==> config.mk <==
export PLATFORM = sky130hd
export DESIGN_NAME = sign_dot_pipe
export DESIGN_NICKNAME = d
export VERILOG_FILES = /design/src/rtl/sign_dot_pipe.sv
export SDC_FILE = /design/constraint.sdc
export NUM_CORES = 1
export LEC_CHECK = 0
export BUFFER_PORTS_ARGS = -buffer_cell sky130_fd_sc_hd__buf_2
export CAP_MARGIN = 20
export CORE_MARGIN = 4
export CORE_UTILIZATION = 50
export DETAILED_ROUTE_END_ITERATION = 10
export GPL_ROUTABILITY_DRIVEN = 0
export GPL_TIMING_DRIVEN = 0
export PLACE_DENSITY = 0.66
export SETUP_SLACK_MARGIN = 0.4
export SLEW_MARGIN = 20
export SYNTH_ARGS = -nofsm -noshare
export SYNTH_HDL_FRONTEND = slang
export SYNTH_SLANG_ARGS = --single-unit
==> constraint.sdc <==
create_clock -name clk -period 7.1 [get_ports clk]
set_clock_uncertainty 0.05 [all_clocks]
set_input_delay 1.42 -clock clk [delete_from_list [all_inputs] [get_ports clk]]
set_output_delay 1.42 -clock clk [all_outputs]
set_load 0.01 [all_outputs]
==> src/rtl/sign_dot_pipe.sv <==
// Streams operand pairs, accumulates their products per frame and reports sign/zero of the frame sum.
// Latency: a term captured at edge E1 has its result registered at edge E3 (out_valid high the cycle after E3).
// No backpressure: a new term is accepted every cycle; idle cycles simply hold the accumulator.
module sign_dot_pipe #(
    parameter int W      = 11,
    parameter int DEPTH  = 4,
    parameter bit SIGNED = 1'b1
) (
    input  logic         clk,
    input  logic         reset,
    input  logic         in_valid,
    input  logic         re,
    input  logic [W-1:0] i1,
    input  logic [W-1:0] i2,
    output logic         s,
    output logic         z,
    output logic         out_valid,
    output logic         frame_err
);

    // Accumulator width is sized so DEPTH extreme products can never wrap.
    localparam int ACC_W = 2*W + $clog2(DEPTH) + 1;
    localparam int CW    = (DEPTH > 1) ? $clog2(DEPTH) : 1;
    localparam int PW    = 2*W;

    // Stage 1 registers
    logic         v1;
    logic         last1;
    logic [W-1:0] a1;
    logic [W-1:0] b1;

    // Stage 2 registers
    logic          v2;
    logic          last2;
    logic [PW-1:0] p2;

    // Stage 3 state
    logic [ACC_W-1:0] acc;
    logic [CW-1:0]    cnt;
    logic             first;

    // Combinational helpers
    logic [PW-1:0]    prod;
    logic [ACC_W-1:0] ext_p;
    logic [ACC_W-1:0] base;
    logic [ACC_W-1:0] sum;
    logic             close;
    logic             sum_zero;
    logic             sum_pos;

    // Stage 1: capture an incoming term; operands only load when valid to avoid needless toggling.
    always_ff @(posedge clk or negedge reset) begin
        if (!reset) begin
            v1    <= 1'b0;
            last1 <= 1'b0;
            a1    <= '0;
            b1    <= '0;
        end else begin
            v1 <= in_valid;
            if (in_valid) begin
                a1    <= i1;
                b1    <= i2;
                last1 <= re;
            end
        end
    end

    // Extending both operands to 2W before multiplying gives the exact 2W-bit product
    // for both two's complement (sign extension) and unsigned (zero extension) operands.
    always_comb begin
        prod = {{W{SIGNED & a1[W-1]}}, a1} * {{W{SIGNED & b1[W-1]}}, b1};
    end

    // Stage 2: register the product alongside the valid and last-term flags.
    always_ff @(posedge clk or negedge reset) begin
        if (!reset) begin
            v2    <= 1'b0;
            last2 <= 1'b0;
            p2    <= '0;
        end else begin
            v2    <= v1;
            last2 <= last1;
            if (v1) begin
                p2 <= prod;
            end
        end
    end

    // Stage 3 datapath: the first term of a frame ignores whatever is left in acc.
    always_comb begin
        ext_p    = {{(ACC_W-PW){SIGNED & p2[PW-1]}}, p2};
        base     = first ? '0 : acc;
        sum      = base + ext_p;
        sum_zero = (sum == '0);
        sum_pos  = SIGNED ? (!sum[ACC_W-1] && !sum_zero) : !sum_zero;
        close    = last2 || (cnt == CW'(DEPTH-1));
    end

    // Stage 3: accumulate, or on frame close publish the result and rearm for the next frame.
    always_ff @(posedge clk or negedge reset) begin
        if (!reset) begin
            acc       <= '0;
            cnt       <= '0;
            first     <= 1'b1;
            s         <= 1'b0;
            z         <= 1'b0;
            frame_err <= 1'b0;
            out_valid <= 1'b0;
        end else begin
            out_valid <= 1'b0;
            if (v2) begin
                if (close) begin
                    s         <= sum_pos;
                    z         <= sum_zero;
                    frame_err <= ~last2;
                    out_valid <= 1'b1;
                    cnt       <= '0;
                    first     <= 1'b1;
                end else begin
                    acc   <= sum;
                    cnt   <= cnt + CW'(1);
                    first <= 1'b0;
                end
            end
        end
    end

endmodule
==> flow_metrics.py, run 1 <==
metrics = {
    "timing": {
        "rsz0062_at_grt": "false",
        "setup_viol": 0,
        "maxSlewHeadroom": 0.2843,
        "finalHoldViolCount": 0,
        "setup_tns_ns": 0,
        "tightest_slew_ns": 1.060,
        "fin_crit_sh": 0.8432,
        "fmax_ghz": 0.1670,
        "layout_setup_ws_ns": 1.113,
        "drv_slew": 0,
        "period_needed_ns": 5.987,
    },
    "critical_path": {
        "reg2reg_to": "p2[16]",
        "crit_type": "flip-flop to flip-flop",
        "worstPathArrival_ns": 6.14,
        "r2r_slack_ns": 1.11,
        "crit_path_start_kind": "flip-flop",
        "end_kind": "flip-flop",
        "reg2reg_from": "b1[2]",
        "cp_max_fo": 10,
        "required_ns": 7.26,
        "reg2reg_depth": 17,
    },
    "routing": {
        "drt-pass1-iter-count": 5,
        "avgViaCountPerCell": 5.511,
        "routed_wl_um": 20580,
        "drt_iter0_drc": 401,
        "post_drt_wl_per_cell_um": 15.52,
        "vias": 7307,
        "drc": 0,
        "detail-route-antenna-nets": 0,
    },
    "synthesis": {
        "syn_area_per_cell_um2": 9.178,
        "synthFlopType": "dfrtp_1",
        "seq_area_frac_synth": 0.2087,
        "yosysWarnings": 0,
        "synth-seq-cells": 80,
        "synth.distinct_cells": 67,
        "synth-edff-count": 0,
        "postSynth.asyncResetShare": 1.000,
        "synth_cells": 1046,
        "syn_nets": 1262,
        "synth_area_um2": 9600,
    },
    "clocking": {
        "cts_tree": "built",
        "htreeDepth": 3,
        "path_clk_slew_ns": 0.06,
        "post_cts_buffers": 0,
        "clock_latency_ns": 0.35,
        "ctsLongestPathBuffers": 2,
        "cts_sinks": 80,
        "cts_hold_buf": 0,
        "cts_resized": 0,
        "root_buffer": "clkbuf_16",
        "cts_buffers": 9,
    },
    "finish": {
        "syn_to_final_growth_pct": 7.572,
        "layout.cells.non_filler": 1326,
        "layout.nets": 1303,
        "antennaDiodeCount": 0,
        "final_cell_mix": "inv_1 (182), fa_1 (118), nand2_1 (107), dfrtp_1 (79), ha_1 (72)",
        "drive_gt1_frac": 0.09066,
        "final_common_cell": "inv_1",
    },
    "flow_run": {
        "drv_cap": 0,
    },
    "floorplanning": {
        "die_y_um": 146.6,
        "core_region_area_um2": 18770,
        "die_width_um": 146.6,
        "placement_rows": 50,
        "start_util": 0.5115,
        "die_area_um2": 21480,
        "num_io_pins": 30,
    },
    "global_routing": {
        "grt_overflow_total": 0,
        "grt_usage": 0.2078,
        "antenna_found_initial": 0,
        "grt_pass1_vias": 7474,
        "grt_max_degree": 52,
        "grt_pass1_wl_um": 36330,
    },
    "worst_hold_path": {
        "hold_start": "last1",
        "hold_path.class": "flip-flop to flip-flop",
        "worstHoldPathCells": 0,
        "whs_endpoint": "last2",
    },
    "placement": {
        "dp.cells": 1310,
        "pre_cts_ws_ns": 1.147,
        "place_hpwl_um": 16580,
        "io_buffers": 29,
    },
    "run_status": {
        "run_status": "completed",
    },
}
worst max-delay path: stages (launching register included):
cell and delay [ns]:
dfrtp_1 0.36, clkbuf_1 0.46, nand2_1 0.16, fa_1 0.56, inv_1 0.05, fa_1 0.47
fa_1 0.51, fa_1 0.49, inv_1 0.05, fa_1 0.47, inv_1 0.04, ha_1 0.33
or2_2 0.31, a21oi_1 0.18, a211oi_1 0.10, o41ai_1 0.94, xnor2_1 0.20, a21oi_1 0.09
cells in the mapped netlist, drive strengths merged (3+ instances only):
master	n	share of area
o41ai	3	0.0027
nand3b	4	0.0031
a211oi	8	0.0068
o21ai	43	0.022
xor2	12	0.011
or3	12	0.0089
a41o	3	0.0031
nor2	25	0.011
or4	4	0.0035
nand2	107	0.042
fa	118	0.25
a311oi	3	0.0027
a21o	19	0.015
and2	53	0.035
a221oi	3	0.0027
and3	8	0.0052
nand4	8	0.0052
inv	182	0.071
xnor2	21	0.019
a21oi	36	0.020
nor2b	30	0.020
o31ai	7	0.0055
or2	3	0.0020
dfrtp	79	0.21
clkbuf	47	0.018
mux2	42	0.049
nor3	17	0.0089
o211ai	8	0.0063
nand3	13	0.0068
o21a	13	0.010
nand2b	6	0.0039
ha	72	0.094
cell type report:
type                            instances  area, um2
Tap cell                              234      292.8
Multi-Input combinational cell        735       6730
Buffer                                 48      180.2
Fill cell                            1796       8441
Clock buffer                           11      232.7
Timing Repair Buffer                   30      167.7
Clock inverter                          5      33.78
Inverter                              183      686.9
Sequential cell                        80       2003
metal layers:
| metal | vias up | global-route usage | part of all wire |
|---|---|---|---|
| met1 | 3667 | 0.2901 | 0.47 |
| met5 | - | 0 | 0 |
| met4 | 0 | 0.07479 | 0.024 |
| met2 | 127 | 0.3404 | 0.47 |
| met3 | 27 | 0.01955 | 0.032 |
| li1 | 3486 | - | - |
metrics by stage:
stage	instance area (um2)	hold WS, ns	utilization
after detailed placement	10060	0.3096	0.5361
after floorplan	9600	0.3001	-
final	10330	0.3284	0.5503
after CTS	10330	0.3241	0.5503
after global placement	10040	0.3037	0.5349
after global routing	10330	0.3494	0.5503
how the worst max path moves through the flow:
stage          startpoint      to  slack, ns  cells past startpoint
2_1_floorplan       a1[5]  p2[18]       1.80                     18
3_3_place_gp        b1[2]  p2[20]       1.16                     17
3_5_place_dp        b1[2]  p2[16]       1.15                     17
4_1_cts             b1[2]  p2[20]       1.12                     17
5_1_grt             b1[4]  p2[20]       0.64                     19
6_report            b1[2]  p2[16]       1.11                     17
flip-flops by register name, indices dropped and copies added (netlist names):
| register | flops |
|---|---|
| cnt | 2 |
| out_valid | 1 |
| z | 1 |
| v1 | 1 |
| last1 | 1 |
| p2 | 22 |
| frame_err | 1 |
| b1 | 11 |
| first | 1 |
| a1 | 11 |
| v2 | 1 |
| last2 | 1 |
| s | 1 |
| acc | 25 |
cells by family (layout without fill, tap and decap cells):
group                    Yosys count  in the layout  share of synthesized area
multiplexers                      43             43                    0.05031
XOR/XNOR                          33             33                    0.03011
flip-flops                        80             80                     0.2087
AND/OR/NAND/NOR                  298            298                     0.1606
adder cells (fa/ha/maj)          190            190                     0.3399
buffers and inverters            231            277                    0.09032
AO/OA/AOI/OAI                    171            171                     0.1202
Power of run 1 is left out: the tool's default activity adds up to more than one toggle a clock period on the data nets, which glitch-free logic cannot reach.
==> run 2: changes to the inputs <==
- PLACE_DENSITY: 0.66 -> 0.69
- clock period: 7.1 -> 4.8 ns (I/O delays scaled with it)
==> flow_metrics.py, run 2 (synthesis results as in run 1) <==
metrics = {
    "critical_path": {
        "cp_max_fo": 3,
        "required_ns": 4.97,
        "crit_type": "flip-flop to flip-flop",
        "crit_chain": "clkbuf_8, and2_4, fa_1, inv_2, fa_1, inv_1, fa_1, fa_1, inv_2, fa_1, inv_2, ha_4, a21o_1, a21o_1, a21o_1, nor3_2, o21a_2, buf_4, nor2_4, a311oi_2, o41ai_2",
        "worstPathArrival_ns": 5.33,
        "slowest_delay_ns": 0.54,
        "crit_top_cell": "fa_1",
        "end_kind": "flip-flop",
        "crit_path_start_kind": "flip-flop",
        "crit_slowest_cell": "fa_1",
    },
    "finish": {
        "drive_gt1_frac": 0.1989,
        "largest_reg_flops": 25,
        "final_cell_mix": "inv_1 (169), fa_1 (114), nand2_1 (101), dfrtp_1 (77), ha_1 (60)",
        "final_util": 0.5906,
        "syn_to_final_growth_pct": 15.46,
        "antennaDiodeCount": 0,
        "top_register": "acc",
        "final_common_cell": "inv_1",
        "layout.cells.non_filler": 1355,
        "layout.nets": 1332,
        "top_regs": "acc x25, p2 x22",
    },
    "routing": {
        "post_drt_wl_per_cell_um": 15.94,
        "routed_wl_um": 21590,
        "drc": 0,
        "drt_iter0_drc": 398,
        "vias": 7415,
        "detail-route-antenna-nets": 0,
        "avgViaCountPerCell": 5.472,
        "drt-pass1-iter-count": 5,
    },
    "clocking": {
        "cts_buffers": 9,
        "cts_sinks": 80,
        "clock_latency_ns": 0.36,
        "cts_tree": "built",
        "path_clk_slew_ns": 0.06,
        "root_buffer": "clkbuf_16",
        "htreeDepth": 3,
        "ctsLongestPathBuffers": 2,
        "cts_hold_buf": 0,
    },
    "timing": {
        "period_needed_ns": 5.167,
        "rsz0062_at_grt": "true",
        "setup_tns_ns": -2.354,
        "drv_slew": 0,
        "finalHoldViolCount": 0,
        "layout_setup_ws_ns": -0.3670,
        "maxSlewHeadroom": 0.4987,
        "tightest_slew_ns": 0.7520,
        "setup_viol": 10,
        "fin_crit_sh": 1.076,
        "fmax_ghz": 0.1935,
    },
    "worst_hold_path": {
        "hold_path.class": "flip-flop to flip-flop",
    },
    "floorplanning": {
        "die_width_um": 146.6,
        "num_io_pins": 30,
        "die_y_um": 146.6,
        "placement_rows": 50,
        "core_region_area_um2": 18770,
        "die_area_um2": 21480,
        "start_util": 0.5115,
    },
    "run_status": {
        "run_status": "finished with violations",
        "violations": "setup timing",
    },
    "placement": {
        "io_buffers": 29,
        "dp.cells": 1310,
        "place_hpwl_um": 16550,
    },
    "global_routing": {
        "grt_pass1_vias": 7572,
        "grt_overflow_total": 0,
        "grt_usage": 0.2128,
        "antenna_found_initial": 0,
        "grt_max_degree": 49,
        "grt_pass1_wl_um": 37160,
    },
    "flow_run": {
        "drv_cap": 0,
    },
}
[run 2: timing repair]
item                                   in CTS  in global routing
setup buffers                              17                 11
cloned                                      1                  0
endpoints found under the hold margin       0                  0
pin swaps                                  22                 33
setup endpoints to repair                  14                 16
resized for setup                          43                 64
[run 2: worst paths after layout]
check	start	to	slack, ns	cells past startpoint
worst max-delay path	a1[5]	p2[19]	-0.37	21
worst min-delay path	last1	last2	0.32	0
worst max register to register	a1[5]	p2[19]	-0.37	21
worst min register to register	last1	last2	0.32	0
max in group asynchronous	reset	b1[1]	3.50	2
min in group asynchronous	reset	a1[8]	0.58	1
[run 2: worst max-delay path, delay by kind of cell, from the launching register on]
family                   cells  cell delay (ns)
flip-flops                   1             0.40
buffers and inverters        6             0.47
AO/OA/AOI/OAI                6             1.10
AND/OR/NAND/NOR              3             0.28
adder cells (fa/ha/maj)      6             2.71
[run 2: cell type report]
type                       count  area, um2
fill                        1653       7684
timing repair buffer          59      420.4
buffer                        48      316.6
multi-input combinational    735       7057
inverter                     183      688.2
sequential                    80       2006
clock inverter                 5      61.31
tap                          234      292.8
clock buffer                  11      242.7
[run 2: per-stage QoR]
stage               worst slack [ns]  area, um2  hold WS [ns]
global placement             -0.6163      10200        0.3061
finish                       -0.3670      11080        0.3234
CTS                          -0.4363      10860        0.3240
global route                 -0.5925      11080        0.3363
detailed placement           -0.6030      10230        0.3099
floorplan                    -0.1916       9766        0.3001
[run 2: metal layers]
metal	vias up	global-route usage	wire length (um)
li1	3536	-	-
met1	3710	0.2948	9949
met2	133	0.3540	10420
met3	36	0.01986	672
met4	0	0.07056	550
met5	-	0	0
Power of run 2 is left out for the same reason.
==> run 3: changes to the inputs <==
- ABC_AREA: not set -> 1
==> flow_metrics.py, run 3 <==
metrics = {
    "synthesis": {
        "postSynth.asyncResetShare": 1.000,
        "synth_cells": 1362,
        "synth_area_um2": 10050,
        "synthFlopType": "dfrtp_1",
        "syn_nets": 1578,
        "yosysTopAreaCellShare": 0.2349,
        "syn_area_per_cell_um2": 7.382,
        "synth_area_leaders": "fa_1 (23%), dfrtp_1 (20%), nand2_1 (14%)",
        "seq_area_frac_synth": 0.1992,
        "yosysMostFrequentCell": "nand2_1",
        "yosysWarnings": 0,
        "synth_area_leader_cell": "fa_1",
        "synth_common_cells": "nand2_1 (385), inv_1 (335), fa_1 (118)",
        "synth.distinct_cells": 40,
        "synth-edff-count": 0,
        "synth-seq-cells": 80,
    },
    "global_routing": {
        "grt_pass1_vias": 9035,
        "grt_pass1_wl_um": 43450,
        "grt_usage": 0.2452,
        "grt_overflow_total": 0,
        "grt_max_degree": 47,
        "antenna_found_initial": 0,
    },
    "critical_path": {
        "cp_max_fo": 5,
        "worstPathArrival_ns": 5.07,
        "end_kind": "flip-flop",
        "crit_path_start_kind": "flip-flop",
        "crit_type": "flip-flop to flip-flop",
        "required_ns": 5.00,
    },
    "routing": {
        "detail-route-antenna-nets": 0,
        "drt_iter0_drc": 452,
        "post_drt_wl_per_cell_um": 15.31,
        "avgViaCountPerCell": 5.056,
        "drc": 0,
        "drt-pass1-iter-count": 5,
        "routed_wl_um": 26570,
        "vias": 8772,
    },
    "clocking": {
        "cts_buffers": 9,
        "root_buffer": "clkbuf_16",
        "path_clk_slew_ns": 0.07,
        "cts_hold_buf": 0,
        "cts_tree": "built",
        "htreeDepth": 3,
        "cts_sinks": 80,
        "ctsLongestPathBuffers": 2,
        "clock_latency_ns": 0.36,
    },
    "floorplanning": {
        "die_area_um2": 22440,
        "start_util": 0.5133,
        "die_width_um": 149.8,
        "placement_rows": 51,
        "die_y_um": 149.8,
        "core_region_area_um2": 19590,
        "num_io_pins": 30,
    },
    "finish": {
        "largest_reg_flops": 25,
        "layout.cells.non_filler": 1735,
        "final_cell_mix": "nand2_1 (361), inv_1 (312), fa_1 (109), dfrtp_1 (78), nor2_1 (72)",
        "antennaDiodeCount": 0,
        "top_regs": "acc x25, p2 x22",
        "layout.nets": 1681,
        "final_common_cell": "nand2_1",
        "seqCellArea_um2": 2004,
        "top_register": "acc",
        "syn_to_final_growth_pct": 21.54,
        "drive_gt1_frac": 0.2095,
        "multi_input_area_um2": 7281,
        "n_fill_cell": 1696,
    },
    "timing": {
        "finalHoldViolCount": 0,
        "drv_slew": 0,
        "fin_crit_sh": 1.015,
        "tightest_slew_ns": 0.8144,
        "setup_viol": 2,
        "rsz0062_at_grt": "true",
        "maxSlewHeadroom": 0.4571,
        "fmax_ghz": 0.2053,
        "layout_setup_ws_ns": -0.06989,
        "period_needed_ns": 4.870,
    },
    "placement": {
        "dp.cells": 1657,
        "io_buffers": 29,
        "place_hpwl_um": 20290,
    },
    "flow_run": {
        "drv_cap": 0,
    },
    "run_status": {
        "violations": "setup timing",
        "run_status": "finished with violations",
    },
    "worst_hold_path": {
        "hold_path.class": "flip-flop to flip-flop",
    },
}
==> run 3: changes by cell type after synthesis, sizes merged, moves of 14 or more <==
| cell | previous run | this run |
|---|---|---|
| inv | 182 | 340 |
| nor2 | 25 | 90 |
| a21o | 19 | 1 |
| nor3 | 17 | 3 |
| nand2 | 107 | 400 |
| and2 | 53 | 1 |
| mux2 | 42 | 18 |
| nor2b | 30 | 1 |
| nand3 | 13 | 41 |
==> run 3: worst paths after layout <==
check | start | endpoint | slack, ns | cells after the start
max | b1[9] | p2[17] | -0.07 | 19
min | last1 | last2 | 0.33 | 0
max reg2reg | b1[9] | p2[17] | -0.07 | 19
min reg2reg | last1 | last2 | 0.33 | 0
max in group asynchronous | reset | first | 3.49 | 2
min in group asynchronous | reset | a1[0] | 0.53 | 1
==> run 3: repair_timing <==
action / CTS / global route
setup endpoints to repair: 13 / 15
endpoints found under the hold margin: 0 / 0
gates resized for setup: 81 / 84
setup buffers: 42 / 20
pin swaps: 47 / 40
==> run 3: area by class of cell <==
cell class | instances | share of cell area
plain buffers | 36 | 0.02652
clock buffers | 9 | 0.01843
clock inverters | 7 | 0.006450
inverters | 343 | 0.1062
multi-input cells | 903 | 0.5958
flip-flops and latches | 80 | 0.1640
well taps | 265 | 0.02713
repair buffers | 92 | 0.05549
==> run 3: cell families after synthesis <==
group | synth area share
AND/OR/NAND/NOR | 0.2337
buffers and inverters | 0.1419
adder cells (fa/ha/maj) | 0.3245
AO/OA/AOI/OAI | 0.06048
flip-flops | 0.1992
XOR/XNOR | 0.02003
multiplexers | 0.02016
==> run 3: metal layers <==
metal	part of all wire	global-route usage	vias to the layer above
met4	0.033	0.09286	0
li1	-	-	4255
met3	0.043	0.02907	64
met1	0.41	0.3058	4227
met5	0	0	-
met2	0.51	0.4359	226
==> run 3: worst max-delay path, cell delays in order, from the launching register on <==
cell and delay, ns:
dfrtp_1 0.39, clkbuf_8 0.17, nand2_1 0.07, inv_1 0.06, fa_1 0.51, fa_1 0.54
fa_1 0.51, fa_1 0.49, inv_1 0.05, fa_1 0.47, inv_1 0.06, ha_4 0.26
a21oi_2 0.17, a21boi_2 0.23, o211ai_1 0.13, nand2_1 0.11, o21bai_1 0.08, or2_2 0.27
nand3_1 0.07, nand2_1 0.05
==> run 3: per-stage QoR <==
step | instance area (um2) | hold WS (ns) | utilization | setup TNS [ns] | setup slack (ns)
5_1_grt | 12220 | 0.3459 | 0.6238 | -1.522 | -0.2518
2_1_floorplan | 10380 | 0.3001 | - | 0 | 0.1662
6_report | 12220 | 0.3263 | 0.6238 | -0.1000 | -0.06989
3_3_place_gp | 10850 | 0.3040 | 0.5541 | -1.168 | -0.3525
3_5_place_dp | 10880 | 0.3149 | 0.5556 | -1.416 | -0.3805
4_1_cts | 11800 | 0.3296 | 0.6024 | -0.08913 | -0.06249
Power of run 3 is left out for the same reason.
